<file path="config.mk">
export PLATFORM = sky130hd
export DESIGN_NAME = axis_parity_splitter_flat
export DESIGN_NICKNAME = d
export VERILOG_FILES = /design/src/rtl/axis_parity_splitter_if.sv /design/src/rtl/axis_parity_splitter.sv /design/src/flat_wrapper.sv
export SDC_FILE = /design/constraint.sdc
export NUM_CORES = 1
export LEC_CHECK = 0
export CORE_MARGIN = 1
export CORE_UTILIZATION = 40
export CTS_CLUSTER_SIZE = 40
export DETAILED_ROUTE_END_ITERATION = 10
export GPL_TIMING_DRIVEN = 0
export MAX_ROUTING_LAYER = met4
export SETUP_SLACK_MARGIN = 0.05
export SYNTH_ARGS = -nofsm -noshare
export SYNTH_HDL_FRONTEND = slang
export SYNTH_SLANG_ARGS = --single-unit
</file>
<file path="constraint.sdc">
create_clock -name a_clk -period 4.2 [get_ports a_clk]
set_input_delay 1.26 -clock a_clk [delete_from_list [all_inputs] [get_ports a_clk]]
set_output_delay 1.26 -clock a_clk [all_outputs]
set_load 0.01 [all_outputs]
</file>
<file path="src/rtl/axis_parity_splitter_if.sv">
// Stream bundle for axis_parity_splitter: one input stream, odd and even output streams.
// Ports: axis_s_* input stream (tvalid/tready/tdata/tlast); axis_m_*_odd / axis_m_*_even
//        output streams with the same four signals each. slave = splitter side, master = peer side.
interface axis_parity_splitter_if #(
  parameter int DATA_W = 8
);
  logic              axis_s_tvalid;
  logic              axis_s_tready;
  logic [DATA_W-1:0] axis_s_tdata;
  logic              axis_s_tlast;

  logic              axis_m_tvalid_odd;
  logic              axis_m_tready_odd;
  logic [DATA_W-1:0] axis_m_tdata_odd;
  logic              axis_m_tlast_odd;

  logic              axis_m_tvalid_even;
  logic              axis_m_tready_even;
  logic [DATA_W-1:0] axis_m_tdata_even;
  logic              axis_m_tlast_even;

  modport slave (
    input  axis_s_tvalid, axis_s_tdata, axis_s_tlast,
    output axis_s_tready,
    output axis_m_tvalid_odd, axis_m_tdata_odd, axis_m_tlast_odd,
    input  axis_m_tready_odd,
    output axis_m_tvalid_even, axis_m_tdata_even, axis_m_tlast_even,
    input  axis_m_tready_even
  );

  modport master (
    output axis_s_tvalid, axis_s_tdata, axis_s_tlast,
    input  axis_s_tready,
    input  axis_m_tvalid_odd, axis_m_tdata_odd, axis_m_tlast_odd,
    output axis_m_tready_odd,
    input  axis_m_tvalid_even, axis_m_tdata_even, axis_m_tlast_even,
    output axis_m_tready_even
  );
endinterface

</file>
<file path="src/rtl/axis_parity_splitter.sv">
// Splits an AXI-Stream by beat parity into odd/even streams, each behind a FWFT FIFO.
// Latency: a beat leaves one cycle after the next same-class beat, or 2 edges after tlast.
// Backpressure: s_tready drops in FLUSH or when either FIFO is full (head-of-line coupled).
// Ports: a_clk, axis_aresetn (async, active-low), axis (slave modport of the stream bundle).
module axis_parity_splitter #(
  parameter int DATA_W     = 8,
  parameter int FIFO_DEPTH = 8,
  parameter int MODE       = 0
) (
  input  logic                   a_clk,
  input  logic                   axis_aresetn,
  axis_parity_splitter_if.slave  axis
);
  localparam int AW = $clog2(FIFO_DEPTH);

  typedef enum logic {RUN, FLUSH} state_t;

  // Class index: 1 = odd, 0 = even.
  state_t            state, state_nxt;
  logic              live;
  logic [1:0]        hold_v, hold_v_nxt;
  logic [1:0]        need, need_nxt;
  logic [DATA_W-1:0] hold_d [2];
  logic [DATA_W:0]   mem [2][FIFO_DEPTH];   // {last, data}
  logic [AW:0]       wr_ptr [2];
  logic [AW:0]       rd_ptr [2];
  logic [1:0]        full, empty, push, pop;
  logic              cls, s_hs;

  assign cls = (MODE == 1) ? axis.axis_s_tdata[0] : ^axis.axis_s_tdata;

  // live keeps tready low until the first edge after reset release.
  assign axis.axis_s_tready = live && (state == RUN) && !full[0] && !full[1];
  assign s_hs = axis.axis_s_tvalid && axis.axis_s_tready;

  always_comb begin
    for (int c = 0; c < 2; c++) begin
      empty[c] = (wr_ptr[c] == rd_ptr[c]);
      full[c]  = (wr_ptr[c][AW] != rd_ptr[c][AW]) &&
                 (wr_ptr[c][AW-1:0] == rd_ptr[c][AW-1:0]);
    end
  end

  assign pop[1] = !empty[1] && axis.axis_m_tready_odd;
  assign pop[0] = !empty[0] && axis.axis_m_tready_even;

  always_comb begin
    state_nxt  = state;
    hold_v_nxt = hold_v;
    need_nxt   = need;
    push       = '0;
    case (state)
      RUN: begin
        if (s_hs) begin
          // The previous beat of this class is now known not to be its last.
          push[cls]       = hold_v[cls];
          hold_v_nxt[cls] = 1'b1;
          if (axis.axis_s_tlast) begin
            state_nxt = FLUSH;
            need_nxt  = hold_v_nxt;
          end
        end
      end
      FLUSH: begin
        for (int c = 0; c < 2; c++) begin
          if (need[c] && !full[c]) begin
            push[c]       = 1'b1;
            hold_v_nxt[c] = 1'b0;
            need_nxt[c]   = 1'b0;
          end
        end
        if (need_nxt == 2'b00) state_nxt = RUN;
      end
      default: state_nxt = RUN;
    endcase
  end

  always_ff @(posedge a_clk or negedge axis_aresetn) begin
    if (!axis_aresetn) begin
      state  <= RUN;
      live   <= 1'b0;
      hold_v <= '0;
      need   <= '0;
      for (int c = 0; c < 2; c++) begin
        hold_d[c] <= '0;
        wr_ptr[c] <= '0;
        rd_ptr[c] <= '0;
        for (int i = 0; i < FIFO_DEPTH; i++) mem[c][i] <= '0;
      end
    end else begin
      state  <= state_nxt;
      live   <= 1'b1;
      hold_v <= hold_v_nxt;
      need   <= need_nxt;
      if (s_hs) hold_d[cls] <= axis.axis_s_tdata;
      for (int c = 0; c < 2; c++) begin
        if (push[c]) begin
          // Pushes from FLUSH close the class for this packet.
          mem[c][wr_ptr[c][AW-1:0]] <= {state == FLUSH, hold_d[c]};
          wr_ptr[c] <= wr_ptr[c] + (AW+1)'(1);
        end
        if (pop[c]) rd_ptr[c] <= rd_ptr[c] + (AW+1)'(1);
      end
    end
  end

  assign axis.axis_m_tvalid_odd  = !empty[1];
  assign axis.axis_m_tdata_odd   = mem[1][rd_ptr[1][AW-1:0]][DATA_W-1:0];
  assign axis.axis_m_tlast_odd   = mem[1][rd_ptr[1][AW-1:0]][DATA_W];
  assign axis.axis_m_tvalid_even = !empty[0];
  assign axis.axis_m_tdata_even  = mem[0][rd_ptr[0][AW-1:0]][DATA_W-1:0];
  assign axis.axis_m_tlast_even  = mem[0][rd_ptr[0][AW-1:0]][DATA_W];
endmodule

</file>
<file path="src/flat_wrapper.sv">
// flat-port wrapper written by rule: the top's interface ports become plain ports
module axis_parity_splitter_flat 
#(
  parameter int DATA_W     = 8,
  parameter int FIFO_DEPTH = 8,
  parameter int MODE       = 0
)
  (a_clk, axis_aresetn, axis_axis_s_tvalid, axis_axis_s_tdata, axis_axis_s_tlast, axis_axis_s_tready, axis_axis_m_tvalid_odd, axis_axis_m_tdata_odd, axis_axis_m_tlast_odd, axis_axis_m_tready_odd, axis_axis_m_tvalid_even, axis_axis_m_tdata_even, axis_axis_m_tlast_even, axis_axis_m_tready_even);
  axis_parity_splitter_if #(.DATA_W(DATA_W)) axis_i ();
  input  logic a_clk;
  input  logic axis_aresetn;
  input wire logic [$bits(axis_i.axis_s_tvalid)-1:0] axis_axis_s_tvalid;
  input wire logic [$bits(axis_i.axis_s_tdata)-1:0] axis_axis_s_tdata;
  input wire logic [$bits(axis_i.axis_s_tlast)-1:0] axis_axis_s_tlast;
  output wire logic [$bits(axis_i.axis_s_tready)-1:0] axis_axis_s_tready;
  output wire logic [$bits(axis_i.axis_m_tvalid_odd)-1:0] axis_axis_m_tvalid_odd;
  output wire logic [$bits(axis_i.axis_m_tdata_odd)-1:0] axis_axis_m_tdata_odd;
  output wire logic [$bits(axis_i.axis_m_tlast_odd)-1:0] axis_axis_m_tlast_odd;
  input wire logic [$bits(axis_i.axis_m_tready_odd)-1:0] axis_axis_m_tready_odd;
  output wire logic [$bits(axis_i.axis_m_tvalid_even)-1:0] axis_axis_m_tvalid_even;
  output wire logic [$bits(axis_i.axis_m_tdata_even)-1:0] axis_axis_m_tdata_even;
  output wire logic [$bits(axis_i.axis_m_tlast_even)-1:0] axis_axis_m_tlast_even;
  input wire logic [$bits(axis_i.axis_m_tready_even)-1:0] axis_axis_m_tready_even;
  assign axis_i.axis_s_tvalid = axis_axis_s_tvalid;
  assign axis_i.axis_s_tdata = axis_axis_s_tdata;
  assign axis_i.axis_s_tlast = axis_axis_s_tlast;
  assign axis_axis_s_tready = axis_i.axis_s_tready;
  assign axis_axis_m_tvalid_odd = axis_i.axis_m_tvalid_odd;
  assign axis_axis_m_tdata_odd = axis_i.axis_m_tdata_odd;
  assign axis_axis_m_tlast_odd = axis_i.axis_m_tlast_odd;
  assign axis_i.axis_m_tready_odd = axis_axis_m_tready_odd;
  assign axis_axis_m_tvalid_even = axis_i.axis_m_tvalid_even;
  assign axis_axis_m_tdata_even = axis_i.axis_m_tdata_even;
  assign axis_axis_m_tlast_even = axis_i.axis_m_tlast_even;
  assign axis_i.axis_m_tready_even = axis_axis_m_tready_even;
  axis_parity_splitter #(.DATA_W(DATA_W), .FIFO_DEPTH(FIFO_DEPTH), .MODE(MODE)) u_core (.a_clk(a_clk), .axis_aresetn(axis_aresetn), .axis(axis_i));
endmodule
</file>
==> results of run 1 <==
-- cells in the mapped netlist, types with 5 or more instances --
cell type    n  area [µm²]
dfrtp_1    182        4554
mux2_2     145        1633
mux4_2      36       810.8
nand2_1     19       71.32
mux2_4      16       240.2
xnor2_1     14       122.6
o21ai_0     12       60.06
clkbuf_1    10       37.54
nor2_1      10       37.54
buf_2        8       40.04
nand3_1      8       40.04
nor3_1       8       40.04
xor2_1       8       70.07
nor2_2       6       37.54
nand3b_1     5       37.54
-- state kept, by name, indices dropped and copies added (netlist names) --
name / cells
u_core.hold_d: 16
u_core.need: 2
u_core.hold_v: 2
u_core.wr_ptr: 8
u_core.live: 1
u_core.state: 1
u_core.rd_ptr: 8
u_core.mem: 144
-- worst paths after layout --
check                                  from                   endpoint  slack (ns)  cells after the start
max                        u_core.rd_ptr[4]  axis_axis_m_tdata_even[0]        0.23                      4
min                         u_core.mem[134]            u_core.mem[134]        0.48                      1
max reg2reg                u_core.wr_ptr[0]            u_core.mem[105]        1.43                      7
min reg2reg                 u_core.mem[134]            u_core.mem[134]        0.48                      1
max in group asynchronous      axis_aresetn            u_core.mem[119]        2.47                      2
min in group asynchronous      axis_aresetn             u_core.mem[25]        0.88                      1
-- area by class of cell --
class                   count  area (µm²)  share of cell area (%)
flip-flops and latches    182        4554                   46.82
multi-input cells         344        3749                   38.53
clock buffers              22       464.2                   4.772
repair buffers             35       372.9                   3.833
well taps                 270       337.8                   3.473
plain buffers              26       156.4                   1.608
clock inverters             9       78.83                  0.8103
inverters                   4       15.01                  0.1543
-- cells by family after synthesis --
logic type | count (synthesis)
buffers and inverters | 30
other | 1
xor gates and xnor gates | 28
AOI/OAI and AO/OA | 31
muxes | 200
adders and majority gates | 4
DFF | 182
and+or+nand+nor | 80
-- repair_timing --
action | CTS | global route
hold buffers | 0 | 0
resized for setup | 8 | 0
endpoints found under the setup margin | 18 | 0
-- metrics by stage --
step                power [mW]  instance area, µm²  setup WS, ns
floorplan                4.995                8444         1.092
global placement         5.893                9123        -5.246
detailed placement       6.024                9155        0.1469
CTS                      7.539                9728        0.1764
global route             7.909                9728       0.07114
finish                   7.431                9728        0.2286
-- layer usage --
layer / vias to the layer above / share of wire (%)
met3: 16 / 2.1
met4: 0 / 1.4
met5: - / 0
met2: 52 / 49
met1: 2534 / 47
li1: 2155 / -
-- report_power, final --
group / leakage [nW] / internal [mW] / switching, mW / total [mW]
Clock: 0.266 / 0.840 / 0.632 / 1.47
Sequential: 2.32 / 2.48 / 0.533 / 3.01
Combinational: 1.73 / 1.71 / 1.23 / 2.95
Total: 4.32 / 5.03 / 2.40 / 7.43
-- worst register-to-register path: stages, from the launching register on --
cell	delay (ns)
dfrtp_1	0.38
buf_2	0.19
xor2_1	0.18
nor4b_1	0.52
nor2_1	0.22
a31o_2	0.28
nand3_1	0.48
mux2_2	0.41
==> flow_summary.yaml, run 1 <==
finish:
  layout_commonest_cell: "dfrtp_1"
  diodes: 0
  final_util_pct: 47.47
  drive_above_1_share_pct: 42.60
  stdcell_count: 892
  nFillCells: 1758
  final_nets: 628
  area_delta_synth_final_pct: 15.20
  final_cell_mix: "182 x dfrtp_1, 145 x mux2_2, 36 x mux4_2, 33 x clkdlybuf4s50_1, 19 x nand2_1"
yosys:
  avgSynthCellArea_um2: 15.19
  synth_edf_count: 0
  syn_inst: 556
  synth-async-reset-ratio_pct: 100.0
  synth-seq-cells: 182
  synth-simple-area-share_pct: 5.482
  synth_compound_area_share_pct: 2.519
  synth-xor-area-share_pct: 3.571
  seq_area_frac_synth_pct: 53.93
  synth_warnings: 0
  synth_mux_area_share_pct: 32.18
  synth_top_family_by_area: "multiplexers"
  yosysUniqueCellTypes: 48
  syn_area_um2: 8444
  synthAdderAreaFrac_pct: 0.5927
  synth_nets: 574
  synth-main-ff-cell: "dfrtp_1"
sta:
  worst_pin_slew_ns: 0.7887
  final_max_slew_viol_count: 0
  period_share_pct: 94.56
  fmax_mhz: 251.8
  rsz0062_at_grt: "no"
  period_minus_slack_ns: 3.971
  setup_viol: 0
  whs_ns: 0.4794
  worst_clock_skew_ns: 0.01226
  setup_tns_ns: 0
  hold_violations: 0
  slew_headroom_pct: 47.42
detailed_routing:
  routed-via-count: 4757
  routedWlPerCell_um: 18.62
  wl_um: 16610
  drc_errors: 0
  drt.antenna.violating_nets: 0
  drtIter0Drc: 159
  firstDrtPassIters: 5
  viasPerCell: 5.333
global_route:
  grt_pass1_vias: 5169
  overflow: 0
  met2_usage_pct: 26.98
  grt_max_degree: 104
  gr-usage-met1_pct: 22.91
  top_usage_layer: "met2"
  grt_pass1_wl_um: 27720
  grtUsageTotal_pct: 17.28
  antenna_found_initial: 0
  use_met3_pct: 2.857
clocking:
  cts.sink_count: 182
  cts_root_buf: "clkbuf_16"
  clock_latency_ns: 0.42
  numCtsBuffers: 17
  post_cts_buffers: 0
  clock_path_buffers: 2
  htree_levels: 4
  cts_tree: "yes"
  cts.clk_slew.worst_paths_ns: 0.06
floorplanning:
  die_height_um: 147.3
  die_w_um: 147.3
  fp-row-count: 52
  dieArea_um2: 21700
  core_area_um2: 20490
  start_util_pct: 41.20
  io_pins: 35
place:
  dp_hpwl_um: 11430
  numPortBuffers: 34
  dp.cells: 861
  place_congestion: 0.7634
setup_path:
  crit_path_end_kind: "output pin"
  crit_type: "register to output pin"
  crit_required_ns: 2.94
  cpPeakStageDelay_ns: 0.60
  worstPathCellList: "clkdlybuf4s15_2 > mux4_2 > mux2_2 > clkdlybuf4s50_1"
  critPathArrivalTime_ns: 2.71
  cp_slowest_cell: "mux4_2"
  cp_max_fo: 10
  path_delay_family: "buffers and inverters"
  path_buf_inv: 2
  startpoint_type: "register"
power:
  p_leak_nw: 4.318
  p_per_area_nw_per_um2: 763.8
  ir_drop_mv: 0.3348
flow_run:
  cap_viol_max_count: 0
worst_hold_path:
  hold_class: "register to register"
run_status:
  status: "finished, final reports clean"
No activity file was read; power rests on OpenSTA's default activity.
==> run 2, diff against run 1 <==
--- a/config.mk
+++ b/config.mk
@@ -11,6 +11,7 @@
 export DETAILED_ROUTE_END_ITERATION = 10
 export GPL_TIMING_DRIVEN = 0
 export MAX_ROUTING_LAYER = met4
+export PLACE_DENSITY_LB_ADDON = 0.12
 export SETUP_SLACK_MARGIN = 0.05
 export SYNTH_ARGS = -nofsm -noshare
 export SYNTH_HDL_FRONTEND = slang
==> run 2 against run 1 <==
Effect of this change:
- cell area rose by 0.90%
- maximum frequency fell by 0.65%
- utilization rose by 0.43 points
- critical path depth did not move
- die area did not move
- flip-flop and latch count did not move
- sequential power barely moved
- clock-buffer cell count fell by 5
- register-to-register slack barely moved
- total power rose by 3.0%
- clock skew fell by 0.0057 ns
- sequential share of layout area fell by 0.42 points
- critical path type unchanged
==> flow_summary.yaml, run 2 (same netlist as run 1, synthesis figures left out) <==
worst_hold_path:
  hold_start: "u_core.mem[134]"
  hold_class: "register to register"
sta:
  slew_headroom_pct: 50.24
  setup_viol: 0
  fmax_mhz: 250.2
  final_max_slew_viol_count: 0
  period_share_pct: 95.18
  worst_pin_slew_ns: 0.7465
  setup_slack_ns: 0.2026
  worst_clock_skew_ns: 0.006545
  period_minus_slack_ns: 3.997
  hold_violations: 0
  rsz0062_at_grt: "no"
power:
  p_per_area_nw_per_um2: 779.5
  ir_drop_mv: 0.3389
  p_leak_nw: 4.346
  total_power_mw: 7.651
global_route:
  grt_pass1_vias: 5131
  antenna_found_initial: 0
  grt_pass1_wl_um: 28610
  grtUsageTotal_pct: 17.86
  grt_max_degree: 109
  overflow: 0
setup_path:
  critPathArrivalTime_ns: 2.74
  crit-reg2reg-launch: "u_core.wr_ptr[0]"
  cp_max_fo: 10
  crit_type: "register to output pin"
  crit_path_end_kind: "output pin"
  crit_start: "u_core.rd_ptr[0]"
  crit_required_ns: 2.94
  startpoint_type: "register"
finish:
  drive_above_1_share_pct: 43.25
  largest_register_ffs: 144
  diodes: 0
  area_delta_synth_final_pct: 16.24
  largestRegisters: "u_core.mem (144), u_core.hold_d (16)"
  final_nets: 628
  layout_commonest_cell: "dfrtp_1"
  fin_area_um2: 9816
  final_util_pct: 47.89
  final_cell_mix: "182 x dfrtp_1, 145 x mux2_2, 36 x mux4_2, 33 x clkdlybuf4s50_1, 19 x nand2_1"
  top_register: "u_core.mem"
place:
  place_area_um2: 9155
  place_congestion: 0.7809
  dpl_worst_slack_ns: 0.1762
  numPortBuffers: 34
  dp_hpwl_um: 11740
detailed_routing:
  routed-via-count: 4759
  firstDrtPassIters: 4
  wl_um: 17140
  drc_errors: 0
  routedWlPerCell_um: 19.21
  viasPerCell: 5.335
  drtIter0Drc: 236
  drt.antenna.violating_nets: 0
floorplanning:
  core_area_um2: 20490
  die_w_um: 147.3
  io_pins: 35
  die_height_um: 147.3
  fp-row-count: 52
  start_util_pct: 41.20
  dieArea_um2: 21700
run_status:
  status: "finished, final reports clean"
clocking:
  cts.sink_count: 182
  cts_root_buf: "clkbuf_16"
  postCtsResizedCells: 8
  clock_path_buffers: 2
  numCtsBuffers: 17
  cts.clk_slew.worst_paths_ns: 0.07
  hold_buffers: 0
  cts_tree: "yes"
  post_cts_buffers: 0
  clock_latency_ns: 0.44
  htree_levels: 4
flow_run:
  cap_viol_max_count: 0
==> run 2: cell count changes in the layout (fill, tap and decap cells not counted) <==
cell        previous run  this run
inv_6                  0         4
clkbuf_1              13        10
clkinv_2               5         1
nor4b_2                1         2
clkinvlp_4             2         4
bufinv_16              1         4
clkbuf_8               2         0
nor4b_1                1         0
==> run 2: report_power, final <==
group          total (mW)  switching, mW  internal (mW)
clock network        1.69          0.694          0.999
registers            3.00          0.521           2.48
logic                2.96           1.24           1.72
total                7.65           2.46           5.19
==> run 2: final timing paths <==
path                       depth (start not counted)  slack [ns]                        to
min                                                1        0.49           u_core.mem[134]
max                                                4        0.20  axis_axis_m_tdata_odd[5]
max in group asynchronous                          2        2.46            u_core.mem[99]
min reg2reg                                        1        0.49           u_core.mem[134]
min in group asynchronous                          1        0.79             u_core.mem[7]
max reg2reg                                        8        1.44            u_core.mem[72]
==> run 2: final cells by class <==
| type | instances | area, µm² |
|---|---|---|
| multi-input combinational | 344 | 3755 |
| timing repair buffer | 35 | 372.9 |
| sequential | 182 | 4554 |
| buffer | 26 | 156.4 |
| clock buffer | 17 | 425.4 |
| clock inverter | 14 | 198.9 |
| fill | 1787 | 10680 |
| tap | 270 | 337.8 |
| inverter | 4 | 15.01 |
==> run 2: metal layers <==
layer | track usage, % | share of wire, % | vias to the layer above
met5 | - | 0 | -
met4 | 5.928 | 1.6 | 0
met3 | 3.168 | 2.6 | 19
met2 | 26.27 | 48 | 66
met1 | 25.01 | 48 | 2517
li1 | - | - | 2157
==> run 2: metrics by stage <==
| step | TNS (ns) | instances | hold slack (ns) |
|---|---|---|---|
| after CTS | 0 | 892 | 0.4920 |
| after detailed placement | 0 | 861 | 0.4676 |
| after floorplan | 0 | 556 | 0.4442 |
| final | 0 | 892 | 0.4862 |
| after global placement | -993.47 | 860 | 0.4598 |
| after global routing | 0 | 892 | 0.5033 |
==> run 2: critical path, stage by stage, from the launching register on <==
cell	delay, ns
dfrtp_1	0.41
clkdlybuf4s15_2	0.52
mux4_2	0.57
mux2_2	0.30
clkdlybuf4s50_1	0.49
